`config.mk`:
```
export PLATFORM = sky130hd
export DESIGN_NAME = serial_adder_seq
export DESIGN_NICKNAME = d
export VERILOG_FILES = /design/src/rtl/serial_adder_seq_pkg.sv /design/src/rtl/serial_adder_seq_fa_cell.sv /design/src/rtl/serial_adder_seq.sv
export SDC_FILE = /design/constraint.sdc
export NUM_CORES = 1
export LEC_CHECK = 0
export CAP_MARGIN = 20
export CORE_MARGIN = 2
export CORE_UTILIZATION = 39
export CTS_CLUSTER_DIAMETER = 60
export DETAILED_ROUTE_END_ITERATION = 10
export HOLD_SLACK_MARGIN = 0.08
export PLACE_DENSITY = 0.66
export SLEW_MARGIN = 20
export SYNTH_ARGS = -nofsm -noshare
export SYNTH_HDL_FRONTEND = slang
export SYNTH_HIERARCHICAL = 1
export SYNTH_SLANG_ARGS = --single-unit
```
`constraint.sdc`:
```
create_clock -name clk_in -period 2.1 [get_ports clk_in]
set_input_delay 0.42 -clock clk_in [delete_from_list [all_inputs] [get_ports clk_in]]
set_output_delay 0.42 -clock clk_in [all_outputs]
set_load 0.01 [all_outputs]
```
`src/rtl/serial_adder_seq_pkg.sv`:
```
// Shared types for the bit-serial adder: FSM state encoding.
package serial_adder_seq_pkg;

   typedef enum logic [1:0] {
      ST_IDLE = 2'd0,
      ST_RUN  = 2'd1,
      ST_DONE = 2'd2
   } state_t;

endpackage

```
`src/rtl/serial_adder_seq_fa_cell.sv`:
```
// Full-adder cell: two half-adder stages whose carries are merged by an OR gate.
module fa_cell (
   output logic s_out,
   output logic c_out,
   input  logic a_in,
   input  logic b_in,
   input  logic c_in
);

   logic w_hs0;
   logic w_hc0;
   logic w_hc1;

   assign w_hs0 = a_in ^ b_in;
   assign w_hc0 = a_in & b_in;
   assign s_out = w_hs0 ^ c_in;
   assign w_hc1 = w_hs0 & c_in;
   assign c_out = w_hc0 | w_hc1;

endmodule

```
`src/rtl/serial_adder_seq.sv`:
```
// Bit-serial adder, LSB first through one full-adder cell with a registered carry.
// Define SERIAL_ADD_CIN_EN to add a carry-in port (cin_in) that seeds the carry flop.
module serial_adder_seq
   import serial_adder_seq_pkg::*;
#(
   parameter int unsigned WIDTH = 8
) (
   input  logic             clk_in,
   input  logic             rst_in,
   input  logic             start_in,
`ifdef SERIAL_ADD_CIN_EN
   input  logic             cin_in,
`endif
   input  logic [WIDTH-1:0] a_in,
   input  logic [WIDTH-1:0] b_in,
   output logic             busy_out,
   output logic             done_out,
   output logic [WIDTH-1:0] sum_out,
   output logic             c_out
);

   localparam int unsigned CNT_W = $clog2(WIDTH + 1);

   state_t             r_state;
   state_t             w_state_nx;
   logic [WIDTH-1:0]   r_a;
   logic [WIDTH-1:0]   r_b;
   logic [WIDTH-1:0]   r_sum;
   logic [CNT_W-1:0]   r_cnt;
   logic               r_carry;
   logic               w_cin;
   logic               w_accept;
   logic               w_last;
   logic               w_fa_s;
   logic               w_fa_c;
   logic [WIDTH-1:0]   w_sum_nx;

`ifdef SERIAL_ADD_CIN_EN
   assign w_cin = cin_in;
`else
   assign w_cin = 1'b0;
`endif

   fa_cell u_fa (
      .s_out (w_fa_s),
      .c_out (w_fa_c),
      .a_in  (r_a[0]),
      .b_in  (r_b[0]),
      .c_in  (r_carry)
   );

   assign w_last = (r_cnt == CNT_W'(WIDTH - 1));

   // New sum bit enters at the MSB; written this way so WIDTH=1 needs no special slice.
   always_comb begin
      w_sum_nx            = r_sum >> 1;
      w_sum_nx[WIDTH-1]   = w_fa_s;
   end

   always_ff @(posedge clk_in or posedge rst_in) begin
      if (rst_in) r_state <= ST_IDLE;
      else        r_state <= w_state_nx;
   end

   always_comb begin
      w_state_nx = r_state;
      busy_out   = 1'b0;
      done_out   = 1'b0;
      w_accept   = 1'b0;
      case (r_state)
         ST_IDLE: begin
            if (start_in) begin
               w_accept   = 1'b1;
               w_state_nx = ST_RUN;
            end
         end
         ST_RUN: begin
            busy_out = 1'b1;
            if (w_last) w_state_nx = ST_DONE;
         end
         ST_DONE: begin
            busy_out   = 1'b1;
            done_out   = 1'b1;
            w_state_nx = ST_IDLE;
         end
         default: w_state_nx = ST_IDLE;
      endcase
   end

   always_ff @(posedge clk_in or posedge rst_in) begin
      if (rst_in) begin
         r_a     <= '0;
         r_b     <= '0;
         r_sum   <= '0;
         r_cnt   <= '0;
         r_carry <= 1'b0;
         sum_out <= '0;
         c_out   <= 1'b0;
      end else if (w_accept) begin
         r_a     <= a_in;
         r_b     <= b_in;
         r_sum   <= '0;
         r_cnt   <= '0;
         r_carry <= w_cin;
      end else if (r_state == ST_RUN) begin
         r_a     <= r_a >> 1;
         r_b     <= r_b >> 1;
         r_sum   <= w_sum_nx;
         r_carry <= w_fa_c;
         r_cnt   <= r_cnt + CNT_W'(1);
         if (w_last) begin
            sum_out <= w_sum_nx;
            c_out   <= w_fa_c;
         end
      end
   end

endmodule

```
# --- Yosys cells after proc, flatten, opt, wreduce, memory -nomap -nowiden ---
# Index checks and enable logic that the tools add are counted.
totals:
  ff_bits: 40
  out_inout_bits: 11
  elab_cells: 42
op_classes:
  bitwise_logic: 6
  reduce_logical: 5
  add_sub_neg: 1
  mux: 17
  eq_ne: 5
op_table:
  columns: ["cell", "count"]
  rows:
  - ["$mux W8", 6]
  - ["$mux W4", 2]
  - ["$mux W1", 6]
  - ["$add A4 B1 Y4 const B", 1]
  - ["$eq A4 B3 Y1 const B", 1]
  - ["$mux W2", 2]
  - ["$ne A2 B2 Y1 const B", 2]
  - ["$pmux W2 S2", 1]
  - ["$reduce_and A3 Y1", 1]
  - ["$and A1 B1 Y1", 2]
  - ["$eq A2 B1 Y1 const B", 1]
  - ["$eq A2 B2 Y1 const B", 1]
  - ["$logic_not A2 Y1", 1]
  - ["$reduce_and A2 Y1", 1]
  - ["$reduce_bool A2 Y1", 1]
  - ["$reduce_or A2 Y1", 1]
  - ["$xor A1 B1 Y1", 2]
  - ["$not A1 Y1", 1]
  - ["$or A1 B1 Y1", 1]

# --- Logic depth before layout (Yosys ltp) ---
# Gate-level depths: netlist of the first run.
logic_depth:
  ltp_word: 5
  depth_mapped: 7
  mapped_depth_nobuf: 5

# --- Modules after synthesis ---
# The synthesis of the first run kept the hierarchy.
by_module_without_submodules:
  columns: ["module", "n_inst", "seq_area_each_um2", "cells_each", "area_per_inst_um2"]
  rows:
  - ["serial_adder_seq", 1, 975.9, 147, 1761.7]
  - ["fa_cell", 1, 0.0, 1, 20.0]

# --- Worst setup path after synthesis of the first run ---
# OpenSTA, ideal clock, no wires.
synth_path:
  kind: "register to register"
  startpoint: "register r_state[0]"
  endpoint: "register c_out"
  arrival_ns: 1.688
  setup_time_ns: 0.125
  setup_slack_ns: 0.287
  path_stages_with_launch: 8
  path_buffers: 2
  required_ns: 1.975
  path_cell_list: "dfrtp_1 -> inv_1 -> ha_1 -> and2_4 -> buf_6 -> or3b_1 -> buf_6 -> mux2_4"
synth_between:
  elab_chain_cells: 4
synth_rtl:
  columns: ["item", "line", "rtl"]
  rows:
  - ["from (decl)", "serial_adder_seq.sv:24", "state_t r_state;"]
  - ["from (signal assigned)", "serial_adder_seq.sv:62", "else r_state <= w_state_nx;"]
  - ["$logic_not A2 Y1", "serial_adder_seq.sv:70", "case (r_state)"]
  - ["$mux W1", "serial_adder_seq.sv:70", null]
  - ["$not A1 Y1 (no line)", null, null]
  - ["$reduce_and A3 Y1 (no line) (*)", null, null]
  - ["to (signal assigned)", "serial_adder_seq.sv:113", "c_out <= w_fa_c;"]
  - ["to (decl)", "serial_adder_seq.sv:19", "output logic c_out"]
# Every way passes the cells marked *; elsewhere a longest branch is shown, timed or not.
# A chain may end at the register's enable or synchronous reset.

# --- Worst setup path after layout of the first run ---
layout_path:
  startpoint: "register r_state[0]"
  endpoint: "output port busy_out"
layout_between:
  elab_chain_cells: 3
layout_rtl:
  columns: ["item", "line", "rtl"]
  rows:
  - ["$eq A2 B1 Y1 / $eq A2 B2 Y1 (equally long branches)", "serial_adder_seq.sv:70", null]
  - ["$reduce_or A2 Y1 (no line) (*)", null, null]
  - ["$mux W1 (*)", "serial_adder_seq.sv:70", null]
  - ["to (decl)", "serial_adder_seq.sv:16", "output logic busy_out,"]
# Marked as above.

==> results of run 1 <==
==> final cells by class <==
| cell class | instances | area share |
|---|---|---|
| Inverter | 3 | 0.005149 |
| Timing Repair Buffer | 33 | 0.1465 |
| Multi-Input combinational cell | 97 | 0.3392 |
| Clock buffer | 6 | 0.03318 |
| Sequential cell | 39 | 0.4462 |
| Tap cell | 52 | 0.02975 |
==> placed cells by master (no fill, tap or decap), drive strengths merged <==
cell           count
nor2b              1
nor2              12
buf                4
clkdlybuf4s50     29
fa                 1
xnor2              1
and2               1
ha                 5
a21oi              1
nand3b             1
dfrtp             39
mux2              10
or3b               1
xor2               2
mux2i             23
nand2             17
clkbuf             6
o21a               1
o21ai             17
nand4              1
inv                3
nand2b             2
==> critical path, cell delays in order, from the launching register on <==
cell             delay, ps
dfrtp_1                380
inv_1                  100
ha_1                   280
clkdlybuf4s50_1        520
==> state kept, by name, summed over array words and instances, names as in the netlist <==
name     count
r_a          8
r_b          8
sum_out      8
r_sum        7
r_cnt        4
r_state      2
c_out        1
r_carry      1
==> layer usage <==
layer	global-route usage	share of wire	wire length [um]
met3	0.04219	0.041	119
met5	0	0	0
met2	0.2037	0.47	1382
met1	0.1601	0.47	1369
met4	0.05031	0.013	38
==> worst max-delay path by stage <==
stage,startpoint,end,cells past startpoint
global route,r_state[0]$_DFFE_PP0P_,busy_out,3
CTS,r_state[0]$_DFFE_PP0P_,busy_out,3
floorplan,r_state[0]$_DFFE_PP0P_,c_out$_DFFE_PP0P_,7
detailed placement,start_in,sum_out[7]$_DFFE_PP0P_,5
global placement,start_in,c_out$_DFFE_PP0P_,5
finish,r_state[0]$_DFFE_PP0P_,busy_out,3
==> power groups by stage <==
| stage | clock, mW | combinational [mW] | sequential, mW |
|---|---|---|---|
| after detailed placement | 0 | 1.10 | 1.23 |
| after global routing | 0.497 | 1.22 | 1.25 |
| after global placement | 0 | 1.06 | 1.22 |
| final | 0.446 | 1.08 | 1.22 |
| after floorplan | 0 | 0.809 | 1.21 |
| after CTS | 0.466 | 1.11 | 1.22 |
==> logic make-up (layout without fill, tap and decap cells) <==
group	after synthesis	count (layout)	share of synthesized area
adders and majority gates	6	6	0.04635
xor gates and xnor gates	3	3	0.01475
DFF	39	39	0.5478
muxes	33	33	0.2114
buffers and inverters	12	42	0.03581
AOI/OAI and AO/OA	19	19	0.05477
and+or+nand+nor	36	36	0.08919
==> per-stage QoR <==
stage | power (mW) | hold WS (ps) | cell area [um^2] | utilization | instances
6_report | 2.745 | 510.4 | 2187 | 0.4989 | 230
5_1_grt | 2.973 | 519.7 | 2187 | 0.4989 | 230
4_1_cts | 2.794 | 517.6 | 2187 | 0.4989 | 230
3_5_place_dp | 2.331 | 499.9 | 2115 | 0.4823 | 224
3_3_place_gp | 2.277 | 489.2 | 2115 | 0.4823 | 224
2_1_floorplan | 2.014 | 481.2 | 1782 | - | 148
==> results.sh, run 1 <==
export IMPL_place_congestion=0.7080
export IMPL_min_from="r_sum[1]$_DFFE_PP0P_"
export IMPL_synth_edf_count=0
export IMPL_cts_tree="built"
export IMPL_io_pins=30
export IMPL_multi_input_area_um2=742.0
export IMPL_via_per_inst=4.783
export IMPL_ir_drop_mv=0.4271
export IMPL_synth_area_leader_cell="dfrtp_1"
export IMPL_final_max_slew_viol_count=0
export IMPL_power_frac_comb=0.395
export IMPL_yosysWarningCount=6
export IMPL_finalCritPeriodShare=0.9429
export IMPL_drt_initial_drc_count=29
export IMPL_synth_cell_type_count=23
export IMPL_relSlewSlack=0.6839
export IMPL_antenna_cells=0
export IMPL_end_kind="primary output"
export IMPL_postCtsHoldBufs=0
export IMPL_yosysMostFrequentCell="dfrtp_1"
export IMPL_p_switching_uw=909.4
export IMPL_total_leakage_power_nw=1.052
export IMPL_reg2reg_slack_ps=280
export IMPL_grt_usage=0.1274
export IMPL_power_frac_clock=0.162
export IMPL_netlist_top_cells_count="dfrtp_1 (39), mux2i_1 (23), nand2_1 (17), o21ai_0 (17), nor2_1 (12)"
export IMPL_syn_area_mm2=0.001782
export IMPL_vias=1100
export IMPL_cp_arrival_ps=1560
export IMPL_setup_violations=0
export IMPL_post_cts_resized=0
export IMPL_swShare=0.3313
export IMPL_drt_total_wl_mm=2.910
export IMPL_dieArea_mm2=0.005125
export IMPL_synth_fp_nets=173
export IMPL_grt_max_degree=45
export IMPL_ys_seq_elements=39
export IMPL_worstPathRequired_ps=1680
export IMPL_critPathMaxFanout=3
export IMPL_layout_drive_gt1_share=0.1124
export IMPL_fp_dieW_um=71.59
export IMPL_worst_slew_pin_slew_ps=474.2
export IMPL_async_flop_share=1.000
export IMPL_nFillCells=404
export IMPL_cts_inserted_buffers=5
export IMPL_cts_root_buf="clkbuf_8"
export IMPL_grt_pass1_wl_mm=5.057
export IMPL_dp_hpwl_mm=1.982
export IMPL_nNetsFinal=204
export IMPL_ys_flop_type="dfrtp_1"
export IMPL_synth_top_area_share=0.5478
export IMPL_die_h_um=71.59
export IMPL_p_int_mw=1.836
export IMPL_antenna_found_initial=0
export IMPL_seq_area_frac_synth=0.5478
export IMPL_r2r_cells=6
export IMPL_pwr_share_seq=0.443
export IMPL_yosys_top_cells_area="dfrtp_1 (55%), mux2i_1 (13%), mux2_4 (7.6%)"
export IMPL_hp_class="flip-flop to flip-flop"
export IMPL_netlist_instances=148
export IMPL_clockBufferDepth=2
export IMPL_ant_nets=0
export IMPL_clk_latency_ps=280
export IMPL_hold_viol=0
export IMPL_setup_ws_ps=119.9
export IMPL_period_needed_ps=1980
export IMPL_rows=24
export IMPL_htreeDepth=2
export IMPL_post_cts_buffers=0
export IMPL_whs_endpoint="sum_out[0]$_DFFE_PP0P_"
export IMPL_seq_area_um2=975.9
export IMPL_grt_overflow=0
export IMPL_initial_utilization=0.4064
export IMPL_rr_endpoint="sum_out[7]$_DFFE_PP0P_"
export IMPL_port_buffers=29
export IMPL_setup_tns_ps=0
export IMPL_critPathLaunchType="flip-flop"
export IMPL_p_per_area_mw_per_mm2=1255
export IMPL_crit_type="flip-flop to primary output"
export IMPL_outcome="complete, no violations"
export IMPL_core_region_area_mm2=0.004384
export IMPL_synthToLayoutAreaGrowth_pct=22.75
export IMPL_r2r_start="r_state[0]$_DFFE_PP0P_"
export IMPL_max_freq_mhz=505.0
export IMPL_syn_avg_cell_area_um2=12.04
export IMPL_path_clk_slew_ps=60
export IMPL_wire_per_inst_um=12.65
export IMPL_cts_sinks=39
export IMPL_maxCapViolCount=0
export IMPL_rsz0062_at_grt="false"
export IMPL_first_global_vias=1110
export IMPL_drcViolationCount=0
export IMPL_fin_skew_ps=2.608
export IMPL_hold_path_depth=1
export IMPL_pre_cts_slack_ps=92.52
export IMPL_firstDrtPassIters=4
No activity file was read; power rests on OpenSTA's default activity.
==> run 2, diff against run 1 <==
Settings changed: REMOVE_ABC_BUFFERS from default to 1.
==> run 2 against run 1 <==
Effect of this change: sequential cell count is the same; power up 1.5%; count of clock-buffer cells in the layout up 1; worst setup slack got worse by 8.9 ps; largest cell class unchanged; via count increased by 1.5%; final cell count is 0.87% higher; core utilization grew 0.20 points; combinational power about the same; hold slack gained 6.2 ps; non-clock buffer count did not move; global-route usage down 0.20 points; register-to-register slack improved by 20 ps; highest routed layer unchanged; critical path type unchanged.
==> results.sh, run 2 (synthesis gave the netlist of run 1 again) <==
export IMPL_wl_met2_mm=1.296
export IMPL_drt_initial_drc_count=51
export IMPL_pwr_share_seq=0.438
export IMPL_core_region_area_mm2=0.004384
export IMPL_nNetsFinal=204
export IMPL_power_frac_comb=0.392
export IMPL_grt_pass1_wl_mm=4.995
export IMPL_path_clk_slew_ps=70
export IMPL_maxCapViolCount=0
export IMPL_firstDrtPassIters=4
export IMPL_die_h_um=71.59
export IMPL_grt_usage=0.1254
export IMPL_cts_root_buf="clkbuf_8"
export IMPL_port_buffers=29
export IMPL_end_kind="primary output"
export IMPL_r2r_start="r_state[0]$_DFFE_PP0P_"
export IMPL_antenna_found_initial=0
export IMPL_first_global_vias=1142
export IMPL_postCtsHoldBufs=0
export IMPL_drcViolationCount=0
export IMPL_wire_per_inst_um=12.40
export IMPL_dieArea_mm2=0.005125
export IMPL_setup_tns_ps=0
export IMPL_ant_nets=0
export IMPL_critPathMaxFanout=3
export IMPL_clk_latency_ps=290
export IMPL_initial_utilization=0.4064
export IMPL_p_per_area_mw_per_mm2=1268
export IMPL_setup_violations=0
export IMPL_worst_slew_pin_slew_ps=478.2
export IMPL_layout_drive_gt1_share=0.1167
export IMPL_cp_arrival_ps=1570
export IMPL_cts_sinks=39
export IMPL_hold_viol=0
export IMPL_nFillCells=380
export IMPL_outcome="complete, no violations"
export IMPL_hp_class="flip-flop to flip-flop"
export IMPL_worstPathRequired_ps=1680
export IMPL_grt_overflow=0
export IMPL_reg_top3="r_a (8), r_b (8), sum_out (8)"
export IMPL_min_from="sum_out[3]$_DFFE_PP0P_"
export IMPL_reg2reg_slack_ps=300
export IMPL_post_cts_resized=0
export IMPL_drt_total_wl_mm=2.876
export IMPL_vias=1116
export IMPL_period_needed_ps=1989
export IMPL_power_frac_clock=0.170
export IMPL_fin_skew_ps=6.044
export IMPL_pre_cts_slack_ps=124.2
export IMPL_total_leakage_power_nw=1.057
export IMPL_io_pins=30
export IMPL_r2r_cells=6
export IMPL_p_switching_uw=937.9
export IMPL_max_freq_mhz=502.7
export IMPL_synthToLayoutAreaGrowth_pct=23.24
export IMPL_rows=24
export IMPL_top_layer="met4"
export IMPL_rsz0062_at_grt="false"
export IMPL_final_max_slew_viol_count=0
export IMPL_htreeDepth=2
export IMPL_ir_drop_mv=0.5118
export IMPL_cts_inserted_buffers=5
export IMPL_via_per_inst=4.810
export IMPL_hold_path_depth=1
export IMPL_relSlewSlack=0.6812
export IMPL_crit_type="flip-flop to primary output"
export IMPL_final_cell_mix="dfrtp_1 (39), clkdlybuf4s50_1 (29), mux2i_1 (23), nand2_1 (17), o21ai_0 (17)"
export IMPL_setup_ws_ps=110.9
export IMPL_rr_endpoint="sum_out[1]$_DFFE_PP0P_"
export IMPL_p_int_mw=1.847
export IMPL_whs_endpoint="sum_out[3]$_DFFE_PP0P_"
export IMPL_final_util=0.5009
export IMPL_antenna_cells=0
export IMPL_power_mw=2.785
export IMPL_instances_no_fill=232
export IMPL_cts_tree="built"
export IMPL_grt_max_degree=45
export IMPL_dr_wl_met3_um=130
export IMPL_critPathLaunchType="flip-flop"
export IMPL_place_congestion=0.6962
export IMPL_swShare=0.3367
export IMPL_finalCritPeriodShare=0.9472
export IMPL_final_common_cell="dfrtp_1"
export IMPL_post_cts_buffers=0
export IMPL_dp_hpwl_mm=1.966
export IMPL_fp_dieW_um=71.59
export IMPL_clockBufferDepth=2
export IMPL_wl_met1_mm=1.382
export IMPL_dp_cells=224
[run 2: layout make-up]
class | count | area (um^2) | share of cell area
clock buffer | 7 | 76.32 | 0.03476
multi-input combinational | 97 | 742.0 | 0.3379
tap | 52 | 65.06 | 0.02963
inverter | 3 | 11.26 | 0.005128
sequential | 39 | 975.9 | 0.4444
clock inverter | 1 | 5.005 | 0.002279
timing repair buffer | 33 | 320.3 | 0.1459
[run 2: worst max path at each step]
stage	start	to	slack, ps	depth (start not counted)
2_1_floorplan	r_state[1]$_DFFE_PP0P_	c_out$_DFFE_PP0P_	-450	4
3_3_place_gp	start_in	sum_out[6]$_DFFE_PP0P_	140	5
3_5_place_dp	start_in	c_out$_DFFE_PP0P_	120	5
4_1_cts	r_state[0]$_DFFE_PP0P_	busy_out	90	3
5_1_grt	r_state[0]$_DFFE_PP0P_	busy_out	50	3
6_report	r_state[0]$_DFFE_PP0P_	busy_out	110	3
[run 2: per-layer routing]
| layer | GRT usage | up-vias |
|---|---|---|
| li1 | - | 559 |
| met4 | 0.05660 | 0 |
| met3 | 0.03516 | 7 |
| met5 | 0 | - |
| met1 | 0.1567 | 521 |
| met2 | 0.2027 | 29 |
[run 2: power by group through the flow]
stage,clock network (mW),registers [mW],logic [mW]
2_1_floorplan,0,1.21,0.779
3_3_place_gp,0,1.22,1.06
3_5_place_dp,0,1.23,1.10
4_1_cts,0.491,1.22,1.11
5_1_grt,0.523,1.26,1.22
6_report,0.474,1.22,1.09
[run 2: worst max-delay path, stage by stage (launching register included)]
cell and delay (ps):
dfrtp_1 380, inv_1 90, ha_1 280, clkdlybuf4s50_1 530
[run 2: per-stage QoR]
step,area (um^2),hold slack [ps]
final,2196,516.6
after detailed placement,2115,508.0
after floorplan,1729,481.2
after global placement,2115,496.5
after global routing,2196,544.7
after CTS,2196,524.1
==> RTL change 1 (flow settings as in run 2) <==
Add a define of `SERIAL_ADD_CIN_EN`.
--- a/src/rtl/serial_adder_seq.sv
+++ b/src/rtl/serial_adder_seq.sv
@@ -1,4 +1,6 @@
 // Bit-serial adder, LSB first through one full-adder cell with a registered carry.
 // Define SERIAL_ADD_CIN_EN to add a carry-in port (cin_in) that seeds the carry flop.
+`define SERIAL_ADD_CIN_EN
+
 module serial_adder_seq
    import serial_adder_seq_pkg::*;
Ports: changed (added cin_in); port bits go from 30 to 31. The function was not compared with the original's and may differ.
==> RTL change 1 against run 2 <==
Synthesized cell count is 0.68% higher. Final cell count grew 0.86%. Critical path depth is the same. Die area up 0.27%. Clock power grew 13%. Power rose by 0.96%. Routed wire length grew 0.31%. Hold slack worse by 5.6 ps. Critical path type unchanged. Design area up 1.5%. Sequential cell count did not move. Area after synthesis up 0.28%. Critical endpoint unchanged. Worst setup slack improved by 9.1 ps.
==> RTL change 1: results (changes against run 2) <==
* Status: completed
* FILL cells at 375 (-1.3%)
* Worst-path clk slew at 70 ps (about the same)
* Syn. warnings at 6 (unchanged)
* Synth top area cells: dfrtp_1, mux2i_1, mux2_4, o21ai_0, nand2_1
* Sequential cell area fraction in the yosys report at 0.5462 (-0.001534)
* HP Class: reg2reg
* F_max at 505.1 MHz (+0.46%)
* CTS root buf: clkbuf_8
* Area post-placement at 2130 sq um (+0.71%)
* Share of flip-flops with an asynchronous set or reset at 1.000 (unchanged)
* Post-detail-place hpwl at 1.989 mm (+1.2%)
* GP Congestion at 0.7129 (+2.4%)
* Setup Skew at 9.841 ps (+3.797 ps)
* Post_cts resized at 0 (unchanged)
* Vias per cell at 4.872 (+1.3%)
* Drt wl/cell at 12.33 um (-0.54%)
* Post-CTS setup buffers at 0 (unchanged)
* Pin count of the biggest net entering global routing at 46 (+2.2%)
* Actual slew at the worst max-slew pin at 474.1 ps (-4.138 ps)
* Post-synthesis cell count at 149 (+0.68%)
* Initial antenna violation count at 0 (unchanged)
* Worst skew pair latency at 280 ps
* CP delay by family, top: buffers and inverters
* GRT Util Overall at 0.1247 (-0.0007079)
* PortBufs at 30 (+3.4%)
* Total Nets Final at 207 (+1.5%)
* Final Non-Filler Cells at 234 (+0.86%)
* Clk buf depth at 2 (unchanged)
* Hold Vio Cnt, Final at 0 (unchanged)
* Detailed Routing Iterations Pass 1 at 4 (unchanged)
* Crit path largest cell delay at 530 ps (about the same)
* Pre-CTS setup slack at 122.3 ps (-1.832 ps)
* DR iter-0 viols at 36 (-29%)
* Crit path DAT at about 1600 ps
* Unique masters post-synth at 23 (unchanged)
* Synth cell count leaders: dfrtp_1, mux2i_1, nand2_1, o21ai_0, nor2_1
* Pleak at 1.069 nW (+1.1%)
* Hold Path Stages at 1 (unchanged)
* Vias in the first global route at 1,172 (+2.6%)
* Critical-path top delay cell: clkdlybuf4s50_1
* Total CTS buffers at 5 (unchanged)
* First-pass GRT wire length at 5.078 mm (+1.7%)
* Layout area overhead at 24.79%
* Biggest regs: r_a: 8 flops, r_b: 8 flops, sum_out: 8 flops
* CP max FO at 3 (unchanged)
* R2R cell count at 6 (unchanged)
* Fraction of layout cells with a size suffix above 1 at 0.1209 (+0.004212)
* Antenna Cells at 0 (unchanged)
* H-tree depth at 2 (unchanged)
* VDD IR-drop max at 465.6 uV (-9.0%)
[RTL change 1: cell count changes after synthesis, sizes merged]
cell / run 2 / this run
nor2: 12 / 11
o21ai: 17 / 18
nand2: 17 / 18
[RTL change 1: kinds of logic after synthesis]
kind of cell / share of synthesized area
flip-flops: 0.5462
buffers and inverters: 0.03571
AND/OR/NAND/NOR: 0.08894
multiplexers: 0.2108
XOR/XNOR: 0.01471
adder cells (fa/ha/maj): 0.04622
AO/OA/AOI/OAI: 0.05742
[RTL change 1: power by group]
| group | internal (mW) | total (mW) | switching, mW |
|---|---|---|---|
| combinational | 0.563 | 1.06 | 0.501 |
| sequential | 1.03 | 1.21 | 0.177 |
| clock | 0.299 | 0.537 | 0.238 |
[RTL change 1: path summary, 6_finish.rpt]
kind                                   startpoint                endpoint  slack [ps]
setup / recovery           r_state[0]$_DFFE_PP0P_                busy_out         120
hold / removal                  c_out$_DFFE_PP0P_       c_out$_DFFE_PP0P_         510
setup reg to reg           r_state[0]$_DFFE_PP0P_  sum_out[1]$_DFFE_PP0P_         300
hold reg to reg                 c_out$_DFFE_PP0P_       c_out$_DFFE_PP0P_         510
max in group asynchronous                  rst_in      r_b[5]$_DFFE_PP0P_        1220
min in group asynchronous                  rst_in  sum_out[3]$_DFFE_PP0P_         540
[RTL change 1: metrics by stage]
stage | power [mW] | util
2_1_floorplan | 1.979 | -
3_3_place_gp | 2.253 | 0.4857
3_5_place_dp | 2.313 | 0.4857
4_1_cts | 2.858 | 0.5086
5_1_grt | 3.041 | 0.5086
6_report | 2.812 | 0.5086
[RTL change 1: final cells by class]
type / instances / share of cell area
timing repair buffer: 34 / 0.1481
inverter: 3 / 0.005051
clock buffer: 8 / 0.04489
sequential: 39 / 0.4377
multi-input combinational: 98 / 0.3350
tap: 52 / 0.02918
[RTL change 1: per-layer routing]
layer,vias to the layer above,routed length (um),GRT usage
li1,562,-,-
met1,542,1315,0.1588
met2,32,1391,0.2027
met3,4,153,0.03657
met4,0,25,0.04403
met5,-,0,0
[RTL change 1: worst reg2reg max path, cell delays in order (launching register included)]
cell	delay [ps]
dfrtp_1	380
inv_1	90
ha_1	210
and2_4	150
or3b_1	360
buf_4	190
mux2_4	300
==> RTL change 2 (flow settings as in run 2) <==
Without the edit above. Add an input register stage for `start_in`, `a_in` and `b_in`, cleared by the reset; this delays them by one clock.
--- a/src/rtl/serial_adder_seq.sv
+++ b/src/rtl/serial_adder_seq.sv
@@ -21,4 +21,20 @@
 
    localparam int unsigned CNT_W = $clog2(WIDTH + 1);
+
+   logic start_q;
+   logic [WIDTH-1:0] a_q;
+   logic [WIDTH-1:0] b_q;
+
+   always_ff @(posedge clk_in or posedge rst_in) begin
+      if (rst_in) begin
+         start_q <= '0;
+         a_q     <= '0;
+         b_q     <= '0;
+      end else begin
+         start_q <= start_in;
+         a_q     <= a_in;
+         b_q     <= b_in;
+      end
+   end
 
    state_t             r_state;
@@ -70,5 +86,5 @@
       case (r_state)
          ST_IDLE: begin
-            if (start_in) begin
+            if (start_q) begin
                w_accept   = 1'b1;
                w_state_nx = ST_RUN;
@@ -98,6 +114,6 @@
          c_out   <= 1'b0;
       end else if (w_accept) begin
-         r_a     <= a_in;
-         r_b     <= b_in;
+         r_a     <= a_q;
+         r_b     <= b_q;
          r_sum   <= '0;
          r_cnt   <= '0;
Check against the original RTL: not equivalent (Yosys sat finds a counterexample within 4 cycles, from zero or initial values and one cycle with rst_in high).
==> RTL change 2 against run 2 <==
Worst setup slack got worse by 18 ps. Count of clock-buffer cells in the layout rose by 1. Area after synthesis rose by 24%. Routed wire length rose by 10%. Design area rose by 21%. Via count rose by 9.0%. Hold slack got worse by 65 ps. Die area rose by 22%. Sequential cell count rose by 17. Power rose by 14%.
==> RTL change 2: results (changes against run 2) <==
* Initial antenna violation count at 0 (unchanged)
* FILL cells at 494 (+30%)
* Sw frac at 0.3136 (-0.02315)
* Total Nets Final at 220 (+7.8%)
* Vias per cell at 4.537 (-5.7%)
* Synth cell count leaders: dfrtp_1, mux2i_1, nand2_1, o21ai_0, nor2_1
* VDD IR-drop max at 454.3 uV (-11%)
* Pin count of the biggest net entering global routing at 57 (+27%)
* Post-detail-place hpwl at 2.030 mm (+3.3%)
* Synth top area cells: dfrtp_1, mux2i_1, mux2_4, o21ai_0, nand2_1
* DR iter-0 viols at 56 (+9.8%)
* Worst-path clk slew at 90 ps (+20 ps)
* Setup Skew at 5.415 ps (-0.6286 ps)
* Sequential cell area fraction in the yosys report at 0.6349 (+0.08717)
* Actual slew at the worst max-slew pin at 508.5 ps (+30.26 ps)
* GP Congestion at 0.6798 (-2.4%)
* Post-synthesis cell count at 165 (+11%)
* Antenna Cells at 0 (unchanged)
* Crit path DAT at 1590 ps (+20 ps)
* Fraction of layout cells with a size suffix above 1 at 0.1071 (-0.009524)
* Worst skew pair latency at about 300 ps
* Final WL at 3.174 mm (+10%)
* Pleak at 1.262 nW (+19%)
* Final Slew Violations at 0 (unchanged)
* Post_cts resized at 0 (unchanged)
* Vias in the first global route at 1,221 (+6.9%)
* Placed cell count at 260 (+16%)
* Final Non-Filler Cells at 268 (+16%)
* Status: completed
[RTL change 2: cell count changes in the layout (fill, tap and decap cells not counted), sizes merged]
cell,delta
dfrtp,+17
buf,-1
clkbuf,+1
clkinv,-1
[RTL change 2: power groups by stage]
stage	Sequential (mW)	Combinational [mW]	Clock, mW
6_report	1.55	1.04	0.585
3_3_place_gp	1.56	1.02	0
3_5_place_dp	1.58	1.05	0
2_1_floorplan	1.54	0.768	0
5_1_grt	1.59	1.17	0.655
4_1_cts	1.56	1.05	0.611
[RTL change 2: per-stage QoR]
step | util | setup TNS (ps) | cell area, sq um | total power [mW] | setup WS, ps
floorplan | - | -4071 | 2155 | 2.309 | -452.3
global placement | 0.4696 | 0 | 2570 | 2.589 | 226.9
detailed placement | 0.4696 | 0 | 2570 | 2.624 | 169.8
CTS | 0.4861 | 0 | 2660 | 3.220 | 74.23
global route | 0.4861 | 0 | 2660 | 3.417 | 32.12
finish | 0.4861 | 0 | 2660 | 3.172 | 92.98
[RTL change 2: cell families after synthesis]
family | synth area share
flops | 0.6349
simple gates | 0.07200
mux | 0.1706
compound gates | 0.04422
buf+inv | 0.02891
fa+ha+maj | 0.03742
xor+xnor | 0.01191
[RTL change 2: cell type report]
cell class | count | area (sq um) | share of cell area
clock buffer | 8 | 90.09 | 0.03387
inverter | 3 | 11.26 | 0.004233
multi-input combinational | 97 | 742.0 | 0.2789
sequential | 56 | 1401 | 0.5268
tap | 72 | 90.09 | 0.03387
timing repair buffer | 32 | 325.3 | 0.1223
[RTL change 2: final timing paths]
path,end,slack (ps),from,depth (start not counted)
setup / recovery,busy_out,90,r_state[0]$_DFFE_PP0P_,3
hold / removal,r_a[7]$_DFFE_PP0P_,450,a_q[7]$_DFF_PP0_,2
setup reg to reg,sum_out[6]$_DFFE_PP0P_,190,r_state[0]$_DFFE_PP0P_,5
hold reg to reg,r_a[7]$_DFFE_PP0P_,450,a_q[7]$_DFF_PP0_,2
max in group asynchronous,a_q[7]$_DFF_PP0_,1380,rst_in,3
min in group asynchronous,sum_out[4]$_DFFE_PP0P_,490,rst_in,3
[RTL change 2: layer usage]
layer | share of wire | up-vias | track usage
met5 | 0 | - | 0
met4 | 0.031 | 0 | 0.07759
met3 | 0.039 | 9 | 0.02955
met2 | 0.45 | 26 | 0.1814
met1 | 0.48 | 576 | 0.1451
li1 | - | 605 | -
[RTL change 2: tightest hold or removal path, delay by kind of cell (launching register included)]
kind	cells	cell delay (ps)
flops	1	330
compound gates	1	50
simple gates	1	40
